File: src/rtl/cu_pkg.sv
// Shared types and encodings for the ALUSystem control sequencer: FSM states,
// opcodes, ALU/register/mux encodings and the idle control vector.
package cu_pkg;

  localparam int unsigned OPC_W  = 4;
  localparam int unsigned RSEL_W = 2;

  typedef enum logic [1:0] {
    T0,
    T1,
    T2,
    HALT
  } state_e;

  localparam logic [OPC_W-1:0] OP_LDI  = 4'h0;
  localparam logic [OPC_W-1:0] OP_ADD  = 4'h1;
  localparam logic [OPC_W-1:0] OP_SUB  = 4'h2;
  localparam logic [OPC_W-1:0] OP_AND  = 4'h3;
  localparam logic [OPC_W-1:0] OP_OR   = 4'h4;
  localparam logic [OPC_W-1:0] OP_INC  = 4'h5;
  localparam logic [OPC_W-1:0] OP_DEC  = 4'h6;
  localparam logic [OPC_W-1:0] OP_BRA  = 4'h7;
  localparam logic [OPC_W-1:0] OP_BEQ  = 4'h8;
  localparam logic [OPC_W-1:0] OP_ST   = 4'h9;
  localparam logic [OPC_W-1:0] OP_LD   = 4'hA;
  localparam logic [OPC_W-1:0] OP_LDAR = 4'hB;
  localparam logic [OPC_W-1:0] OP_HLT  = 4'hF;

  localparam logic [3:0] ALU_A   = 4'b0000;
  localparam logic [3:0] ALU_ADD = 4'b0100;
  localparam logic [3:0] ALU_SUB = 4'b0110;
  localparam logic [3:0] ALU_AND = 4'b0111;
  localparam logic [3:0] ALU_OR  = 4'b1000;

  localparam logic [1:0] FUN_CLR  = 2'b00;
  localparam logic [1:0] FUN_LOAD = 2'b01;
  localparam logic [1:0] FUN_DEC  = 2'b10;
  localparam logic [1:0] FUN_INC  = 2'b11;

  localparam logic [1:0] MUX_ALU = 2'b00;
  localparam logic [1:0] MUX_MEM = 2'b01;
  localparam logic [1:0] MUX_IMM = 2'b10;

  localparam logic MUXC_A = 1'b0;

  localparam logic [1:0] ADDR_AR = 2'b00;
  localparam logic [1:0] ADDR_PC = 2'b10;

  localparam logic [2:0] ARF_EN_NONE = 3'b111;
  localparam logic [2:0] ARF_EN_PC   = 3'b110;
  localparam logic [2:0] ARF_EN_AR   = 3'b011;

  typedef struct packed {
    logic [1:0] rf_out_a_sel;
    logic [1:0] rf_out_b_sel;
    logic [1:0] rf_fun_sel;
    logic [3:0] rf_reg_sel;
    logic [3:0] alu_fun_sel;
    logic [1:0] arf_out_c_sel;
    logic [1:0] arf_out_d_sel;
    logic [1:0] arf_fun_sel;
    logic [2:0] arf_reg_sel;
    logic       ir_lh;
    logic       ir_enable;
    logic [1:0] ir_funsel;
    logic       mem_wr;
    logic       mem_cs;
    logic [1:0] mux_a_sel;
    logic [1:0] mux_b_sel;
    logic       mux_c_sel;
  } ctrl_t;

  localparam ctrl_t CTRL_IDLE = '{
    rf_out_a_sel:  2'b00,
    rf_out_b_sel:  2'b00,
    rf_fun_sel:    FUN_CLR,
    rf_reg_sel:    4'hF,
    alu_fun_sel:   ALU_A,
    arf_out_c_sel: 2'b00,
    arf_out_d_sel: ADDR_AR,
    arf_fun_sel:   FUN_CLR,
    arf_reg_sel:   ARF_EN_NONE,
    ir_lh:         1'b0,
    ir_enable:     1'b0,
    ir_funsel:     2'b00,
    mem_wr:        1'b0,
    mem_cs:        1'b1,
    mux_a_sel:     MUX_ALU,
    mux_b_sel:     MUX_ALU,
    mux_c_sel:     MUXC_A
  };

  // Active-low one-cold enable for a single register file entry.
  function automatic logic [3:0] rf_enable(input logic [RSEL_W-1:0] r);
    return ~(4'b0001 << r);
  endfunction

endpackage

File: src/rtl/cu_decoder.sv
// Combinational decode of FSM state, instruction register and Z flag into the
// full ALUSystem control vector.
module cu_decoder
  import cu_pkg::*;
(
  input  state_e      state_i,
  input  logic        rst_i,
  input  logic [15:0] ir_i,
  input  logic        z_i,
  output ctrl_t       ctrl_o
);

  logic [OPC_W-1:0]  opc;
  logic [RSEL_W-1:0] rd;
  logic [RSEL_W-1:0] rs;

  assign opc = ir_i[15:12];
  assign rd  = ir_i[11:10];
  assign rs  = ir_i[9:8];

  always_comb begin
    ctrl_o = CTRL_IDLE;
    // Idle while reset is held so a mid-fetch reset cannot write anything.
    if (!rst_i) begin
      unique case (state_i)
        T0, T1: begin
          ctrl_o.mem_cs        = 1'b0;
          ctrl_o.mem_wr        = 1'b0;
          ctrl_o.arf_out_d_sel = ADDR_PC;
          ctrl_o.ir_enable     = 1'b1;
          ctrl_o.ir_lh         = (state_i == T1);
          ctrl_o.ir_funsel     = FUN_LOAD;
          ctrl_o.arf_reg_sel   = ARF_EN_PC;
          ctrl_o.arf_fun_sel   = FUN_INC;
        end
        T2: begin
          case (opc)
            OP_LDI: begin
              ctrl_o.mux_a_sel  = MUX_IMM;
              ctrl_o.rf_fun_sel = FUN_LOAD;
              ctrl_o.rf_reg_sel = rf_enable(rd);
            end
            OP_ADD, OP_SUB, OP_AND, OP_OR: begin
              ctrl_o.rf_out_a_sel = rd;
              ctrl_o.rf_out_b_sel = rs;
              ctrl_o.mux_c_sel    = MUXC_A;
              ctrl_o.mux_a_sel    = MUX_ALU;
              ctrl_o.rf_fun_sel   = FUN_LOAD;
              ctrl_o.rf_reg_sel   = rf_enable(rd);
              case (opc)
                OP_ADD:  ctrl_o.alu_fun_sel = ALU_ADD;
                OP_SUB:  ctrl_o.alu_fun_sel = ALU_SUB;
                OP_AND:  ctrl_o.alu_fun_sel = ALU_AND;
                default: ctrl_o.alu_fun_sel = ALU_OR;
              endcase
            end
            OP_INC: begin
              ctrl_o.rf_fun_sel = FUN_INC;
              ctrl_o.rf_reg_sel = rf_enable(rd);
            end
            OP_DEC: begin
              ctrl_o.rf_fun_sel = FUN_DEC;
              ctrl_o.rf_reg_sel = rf_enable(rd);
            end
            OP_BRA: begin
              ctrl_o.mux_b_sel   = MUX_IMM;
              ctrl_o.arf_fun_sel = FUN_LOAD;
              ctrl_o.arf_reg_sel = ARF_EN_PC;
            end
            OP_BEQ: begin
              if (z_i) begin
                ctrl_o.mux_b_sel   = MUX_IMM;
                ctrl_o.arf_fun_sel = FUN_LOAD;
                ctrl_o.arf_reg_sel = ARF_EN_PC;
              end
            end
            OP_ST: begin
              ctrl_o.rf_out_a_sel  = rd;
              ctrl_o.mux_c_sel     = MUXC_A;
              ctrl_o.alu_fun_sel   = ALU_A;
              ctrl_o.mem_cs        = 1'b0;
              ctrl_o.mem_wr        = 1'b1;
              ctrl_o.arf_out_d_sel = ADDR_AR;
            end
            OP_LD: begin
              ctrl_o.mem_cs        = 1'b0;
              ctrl_o.arf_out_d_sel = ADDR_AR;
              ctrl_o.mux_a_sel     = MUX_MEM;
              ctrl_o.rf_fun_sel    = FUN_LOAD;
              ctrl_o.rf_reg_sel    = rf_enable(rd);
            end
            OP_LDAR: begin
              ctrl_o.mux_b_sel   = MUX_IMM;
              ctrl_o.arf_fun_sel = FUN_LOAD;
              ctrl_o.arf_reg_sel = ARF_EN_AR;
            end
            default: ;
          endcase
        end
        HALT: ;
      endcase
    end
  end

endmodule

File: src/rtl/control_sequencer.sv
// Fetch/decode/execute sequencer driving every ALUSystem control input.
// Optional CU_INSTR_COUNT_EN adds the instr_count retired-instruction counter.
module control_sequencer
  import cu_pkg::*;
(
  input  logic        Clock,
  input  logic        Reset,
  input  logic [15:0] IROut,
  input  logic [3:0]  ALUOutFlag,
  output logic [1:0]  RF_OutASel,
  output logic [1:0]  RF_OutBSel,
  output logic [1:0]  RF_FunSel,
  output logic [3:0]  RF_RegSel,
  output logic [3:0]  ALU_FunSel,
  output logic [1:0]  ARF_OutCSel,
  output logic [1:0]  ARF_OutDSel,
  output logic [1:0]  ARF_FunSel,
  output logic [2:0]  ARF_RegSel,
  output logic        IR_LH,
  output logic        IR_Enable,
  output logic [1:0]  IR_Funsel,
  output logic        Mem_WR,
  output logic        Mem_CS,
  output logic [1:0]  MuxASel,
  output logic [1:0]  MuxBSel,
  output logic        MuxCSel,
`ifdef CU_INSTR_COUNT_EN
  output logic [15:0] instr_count,
`endif
  output logic        halted
);

  state_e state_q, state_d;
  ctrl_t  ctrl;
  logic   unused_flags;

  assign unused_flags = ^ALUOutFlag[2:0];

  always_ff @(posedge Clock) begin
    if (Reset) begin
      state_q <= T0;
    end else begin
      state_q <= state_d;
    end
  end

  always_comb begin
    state_d = state_q;
    unique case (state_q)
      T0:   state_d = T1;
      T1:   state_d = T2;
      T2:   state_d = (IROut[15:12] == OP_HLT) ? HALT : T0;
      HALT: state_d = HALT;
    endcase
  end

  cu_decoder u_decoder (
    .state_i (state_q),
    .rst_i   (Reset),
    .ir_i    (IROut),
    .z_i     (ALUOutFlag[3]),
    .ctrl_o  (ctrl)
  );

  assign RF_OutASel  = ctrl.rf_out_a_sel;
  assign RF_OutBSel  = ctrl.rf_out_b_sel;
  assign RF_FunSel   = ctrl.rf_fun_sel;
  assign RF_RegSel   = ctrl.rf_reg_sel;
  assign ALU_FunSel  = ctrl.alu_fun_sel;
  assign ARF_OutCSel = ctrl.arf_out_c_sel;
  assign ARF_OutDSel = ctrl.arf_out_d_sel;
  assign ARF_FunSel  = ctrl.arf_fun_sel;
  assign ARF_RegSel  = ctrl.arf_reg_sel;
  assign IR_LH       = ctrl.ir_lh;
  assign IR_Enable   = ctrl.ir_enable;
  assign IR_Funsel   = ctrl.ir_funsel;
  assign Mem_WR      = ctrl.mem_wr;
  assign Mem_CS      = ctrl.mem_cs;
  assign MuxASel     = ctrl.mux_a_sel;
  assign MuxBSel     = ctrl.mux_b_sel;
  assign MuxCSel     = ctrl.mux_c_sel;
  assign halted      = (state_q == HALT);

`ifdef CU_INSTR_COUNT_EN
  logic [15:0] count_q, count_d;

  // Only T2->T0 retires an instruction; the HLT exit goes to HALT instead.
  always_comb begin
    count_d = count_q;
    if (state_q == T2 && state_d == T0) begin
      count_d = count_q + 16'd1;
    end
  end

  always_ff @(posedge Clock) begin
    if (Reset) begin
      count_q <= '0;
    end else begin
      count_q <= count_d;
    end
  end

  assign instr_count = count_q;
`endif

endmodule
File: config.mk
export PLATFORM = sky130hd
export DESIGN_NAME = control_sequencer
export DESIGN_NICKNAME = d
export VERILOG_FILES = /design/src/rtl/cu_pkg.sv /design/src/rtl/cu_decoder.sv /design/src/rtl/control_sequencer.sv
export SDC_FILE = /design/constraint.sdc
export NUM_CORES = 1
export LEC_CHECK = 0
export CAP_MARGIN = 20
export CORE_MARGIN = 2
export CORE_UTILIZATION = 30
export CTS_CLUSTER_DIAMETER = 40
export CTS_CLUSTER_SIZE = 28
export DETAILED_ROUTE_END_ITERATION = 10
export MAX_ROUTING_LAYER = met4
export PLACE_DENSITY = 0.95
export SLEW_MARGIN = 20
export SYNTH_ARGS = -nofsm -noshare
export SYNTH_HDL_FRONTEND = slang
export SYNTH_HIERARCHICAL = 1
export SYNTH_SLANG_ARGS = --single-unit
File: constraint.sdc
create_clock -name Clock -period 3.7 [get_ports Clock]
set_input_delay 0.74 -clock Clock [delete_from_list [all_inputs] [get_ports Clock]]
set_output_delay 0.74 -clock Clock [all_outputs]
set_load 0.01 [all_outputs]
Word-level counts from Yosys, hierarchy flattened
Index checks and enable logic that the tools add are counted.

Flip-flop bits (word level): 2. Input port bits: 22. Output and inout port bits: 35. Word-level logic and storage cells: 47.

Eq/ne operators: 15. Shifts and indexed selects: 1. Mux-type cells: 21. Bitwise gates (word level): 1. Reductions and logical operators: 8.

Operator list (number): $mux W14 (2); $pmux W4 S3 (2); $eq A4 B4 Y1 const B (5); $mux W18 (1); $pmux W6 S3 (1); $eq A4 B3 Y1 const B (4); $pmux W7 S2 (1); $mux W4 (3); $pmux W2 S2 (3); $eq A4 B2 Y1 const B (2); $mux W2 (4); $pmux W2 S4 (1); $reduce_or A2 Y1 (3); $reduce_or A6 Y1 (1); $mux W5 (1); $reduce_or A5 Y1 (1); $eq A2 B2 Y1 const B (2); $eq A4 B1 Y1 const B (1); $logic_not A4 Y1 (1); $not A4 Y4 (1); $reduce_or A4 Y1 (1); $shl A1 B2 Y4 const A (1); $eq A2 B1 Y1 const B (1); $logic_not A2 Y1 (1); $mux W1 (2).

Logic depth before layout (Yosys ltp)
Gate-level depths: netlist of the first run.

Depth in word-level cells: 5. Gate-level depth with buffers: 4. Mapped depth without buffers: 3.

By module
The synthesis of the first run kept the hierarchy.

Modules (own cells, without submodules): cu_decoder (times used 1, cells each 65, area each 449.2 um^2, sequential area each 0.0 um^2); control_sequencer (times used 1, cells each 10, area each 95.1 um^2, sequential area each 40.0 um^2).

Least setup slack after synthesis of the first run
No wires, ideal clock.

Path kind: input -> output. Start: in IROut[13]. End: out RF_RegSel[2]. Arrival: 1553 ps. Data required time: 2960 ps. Slack: 1407 ps. Stages on the path: 3. Path buffers: 0. Cells stage by stage: or2b_2 -> a221oi_4 -> nand3b_1.

Cells in the longest elaborated chain, start to end: 5. Elaborated cells between the ends (all ways): 12. Those cells by class: eq/ne (7); mux (3); reduce/logical (2).

RTL lines: start, declared (line control_sequencer.sv:8) `input logic [15:0] IROut,`; $eq A4 B1 Y1, or another cell as far along (line cu_decoder.sv:37) `case (opc)`; $reduce_or A6 Y1 (no line); $pmux W6 S3 (*) (line cu_decoder.sv:37); $mux W14 (*) (line cu_decoder.sv:25) `unique case (state_i)`; $mux W14 (*) (line cu_decoder.sv:24) `if (!rst_i) begin`; end, declared (line control_sequencer.sv:13) `output logic [3:0] RF_RegSel,`.

Mark *: on every way between the ends. The rest lies on a longest branch, timed or not.

Worst setup path after layout of the first run
Start: in Reset. End: out RF_OutASel[0].

Cells in the longest elaborated chain, start to end: 1.

RTL lines: start, declared (line control_sequencer.sv:7) `input logic Reset,`; $mux W14 (line cu_decoder.sv:24); end, declared (line control_sequencer.sv:10) `output logic [1:0] RF_OutASel,`.

Every way passes these cells.

==> results of run 1 <==
per-layer routing:
layer,global-route usage [%],vias to the layer above
li1,-,322
met1,16.63,283
met2,25.83,32
met3,3.529,2
met4,6.857,0
met5,-,-
Yosys cell counts (2+ instances only):
| cell type | count |
|---|---|
| buf_4 | 10 |
| nor2_1 | 9 |
| nand2_1 | 5 |
| nand2b_1 | 4 |
| and3_1 | 3 |
| inv_1 | 3 |
| nand3_1 | 3 |
| nor2b_1 | 3 |
| a21boi_2 | 2 |
| a21oi_1 | 2 |
| conb_1 | 2 |
| dfxtp_1 | 2 |
| nand3b_1 | 2 |
| nand4_1 | 2 |
per-stage QoR:
stage / total power, mW / cell area (um^2)
after floorplan: 0.07217 / 563.0
after global placement: 0.1019 / 914.6
after detailed placement: 0.1043 / 914.6
after CTS: 0.1570 / 937.1
after global routing: 0.1674 / 937.1
final: 0.1536 / 937.1
power groups by stage:
stage / Clock (mW) / Combinational (mW) / Sequential, mW
CTS: 0.0526 / 0.0754 / 0.0290
floorplan: 0 / 0.0444 / 0.0278
global placement: 0 / 0.0734 / 0.0285
global route: 0.0567 / 0.0814 / 0.0293
finish: 0.0496 / 0.0753 / 0.0288
detailed placement: 0 / 0.0751 / 0.0292
kinds of logic after synthesis:
kind of cell | Yosys count | share of synthesized area (%)
buf+inv | 14 | 17.24
simple gates | 42 | 48.28
flops | 2 | 7.357
compound gates | 14 | 24.14
other cells | 2 | 1.380
xor+xnor | 1 | 1.609
worst paths after layout:
path	from	slack, ns	end	cells past startpoint
max	Reset	0.23	RF_OutASel[0]	5
min	state_q[1]	0.59	state_q[1]	2
max reg2reg	state_q[0]	2.79	state_q[0]	2
min reg2reg	state_q[1]	0.59	state_q[1]	2
critical path: cells and delay by family:
kind	cells	cell delay, ns
buf+inv	2	1.15
simple gates	1	0.42
compound gates	2	0.42
layout make-up:
class	count	area (um^2)	area share, %
tap	25	31.28	3.338
sequential	2	40.04	4.272
timing repair buffer	41	402.9	42.99
clock buffer	3	22.52	2.403
inverter	3	11.26	1.202
multi-input combinational	64	429.2	45.79
==> flow_summary_export.csv, run 1 <==
group,metric,value,unit
power_and_ir_drop,p_per_area,163.9,nW/um^2
detailed_routing,wl_met3,128,um
detailed_routing,antenna_left,0,
floorplanning,die_area,2171,um^2
outcome,status,"finished clean",
clock_tree,postCtsHoldBufs,0,
yosys,yosysSeqAreaShare,7.356,%
global_route,grt_start_max_net_pins,13,
critical_path,timing.critical_path.mode_cell,"clkdlybuf4s50_1",
place,placedCellCount,135,
final_layout,antenna_cells,0,
yosys,synth_edf_count,0,
place,place.gp.congestion,0.8530,
clock_tree,cts_buffer_depth,2,
clock_tree,insertion_delay,0.23,ns
yosys,async_flop_share,0,%
clock_tree,clk_pin_slew,0.03,ns
floorplanning,rows,15,
clock_tree,post_cts_buffers,0,
final_layout,syn_to_final_growth,72.18,%
final_layout,largest_reg_flops,2,
sta,finalSetupTns,0,ns
yosys,ys_ff_latch,2,
detailed_routing,wl_met2,760,um
power_and_ir_drop,clkPwrFrac,32.3,%
final_layout,regMostFlops,"state_q",
global_route,grt_overflow,0,
critical_path,path_cells,"clkdlybuf4s50_1 -> nor4b_4 -> a21bo_2 -> a21boi_2 -> clkdlybuf4s50_1",
yosys,synth_flop_cell,"dfxtp_1",
floorplanning,start_util,31.87,%
critical_path,arrival,2.73,ns
sta,clock_skew,0.0002545,ns
yosys,yosysWarningCount,6,
detailed_routing,via_per_inst,4.630,
clock_tree,htreeDepth,1,
detailed_routing,drt-pass1-iter-count,4,
critical_path,cp_slowest_stage_delay,0.61,ns
power_and_ir_drop,seq_power_share,18.7,%
sta,fmax,288.1,MHz
sta,setup_viol,0,
yosys,synthCells,75,
global_route,grt_pass1_vias,554,
detailed_routing,top_layer,"met4",
yosys,syn_area,544.3,um^2
power_and_ir_drop,leakage,0.3627,nW
yosys,synth_top_area_share,13.79,%
critical_path,critical_path_class,"input port to output pin",
floorplanning,core,1708,um^2
power_and_ir_drop,power.share.switching,34.69,%
detailed_routing,drc_errors,0,
power_and_ir_drop,vdd_ir_drop_max,0.06170,mV
yosys,synth_cell_types,37,
place,pre_cts_ws,0.2293,ns
detailed_routing,wire_per_inst,11.01,um
global_route,antenna_found_initial,0,
final_layout,top_regs,"state_q x2",
flow_run,cap_violations,0,
place,dp_hpwl,1.198,mm
detailed_routing,drtIter0Drc,14,
floorplanning,fp.dieH,46.60,um
sta,holdWs,0.5858,ns
place,port_buffers,38,
critical_path,worstSetupStartpointType,"input port",
yosys,yosysTopAreaCell,"buf_4",
global_route,grt_pass1_wl,2.304,mm
global_route,grt_usage,15.21,%
critical_path,crit_required,2.96,ns
final_layout,num-nets-final,137,
sta,slew_violations,0,
yosys,syn_area_per_cell,7.257,um^2
sta,period_share,93.82,%
final_layout,layout_common_cells,"clkdlybuf4s50_1 (38), nor2_1 (9), conb_1 (7)",
floorplanning,die_w,46.60,um
sta,finalCriticalPeriod,3.471,ns
sta,fin_ws,0.2288,ns
clock_tree,cts_num_sinks,2,
sta,rsz0062_at_grt,"false",
power_and_ir_drop,p_sw,0.05329,mW
final_layout,final_core_util,54.87,%
final_layout,layout_commonest_cell,"clkdlybuf4s50_1",
final_layout,finalNonFillerCells,138,
detailed_routing,wl_met1,624,um
power_and_ir_drop,p_int,0.1003,mW
critical_path,critPathMaxFanout,10,
power_and_ir_drop,combPwrFrac,49.0,%
final_layout,nFillCells,166,
final_layout,layout-drive-gt1-share,15.93,%
critical_path,crit_path_end_kind,"output pin",
clock_tree,cts-root-buf,"clkbuf_4",
clock_tree,numCtsBuffers,3,
sta,finalHoldViolCount,0,
floorplanning,io_pins,57,
critical_path,slowest_stage,"clkdlybuf4s50_1",
min_path,hp-class,"flip-flop to flip-flop",
detailed_routing,routed_wl,1.520,mm
yosys,synthTopCellsByArea,"buf_4 (14%), dfxtp_1 (7.4%), nor2_1 (6.2%)",
detailed_routing,vias,639,
clock_tree,post_cts_resized,0,
clock_tree,cts_tree,"done",
No activity file was read; power rests on OpenSTA's default activity.
==> run 2: changes to the inputs <==
--- a/config.mk
+++ b/config.mk
@@ -13,7 +13,6 @@
 export DETAILED_ROUTE_END_ITERATION = 10
 export MAX_ROUTING_LAYER = met4
 export PLACE_DENSITY = 0.95
-export SLEW_MARGIN = 20
 export SYNTH_ARGS = -nofsm -noshare
 export SYNTH_HDL_FRONTEND = slang
 export SYNTH_HIERARCHICAL = 1
==> results of run 2 <==
Same layout as run 1: the final DEF is identical, and so are final timing and power.
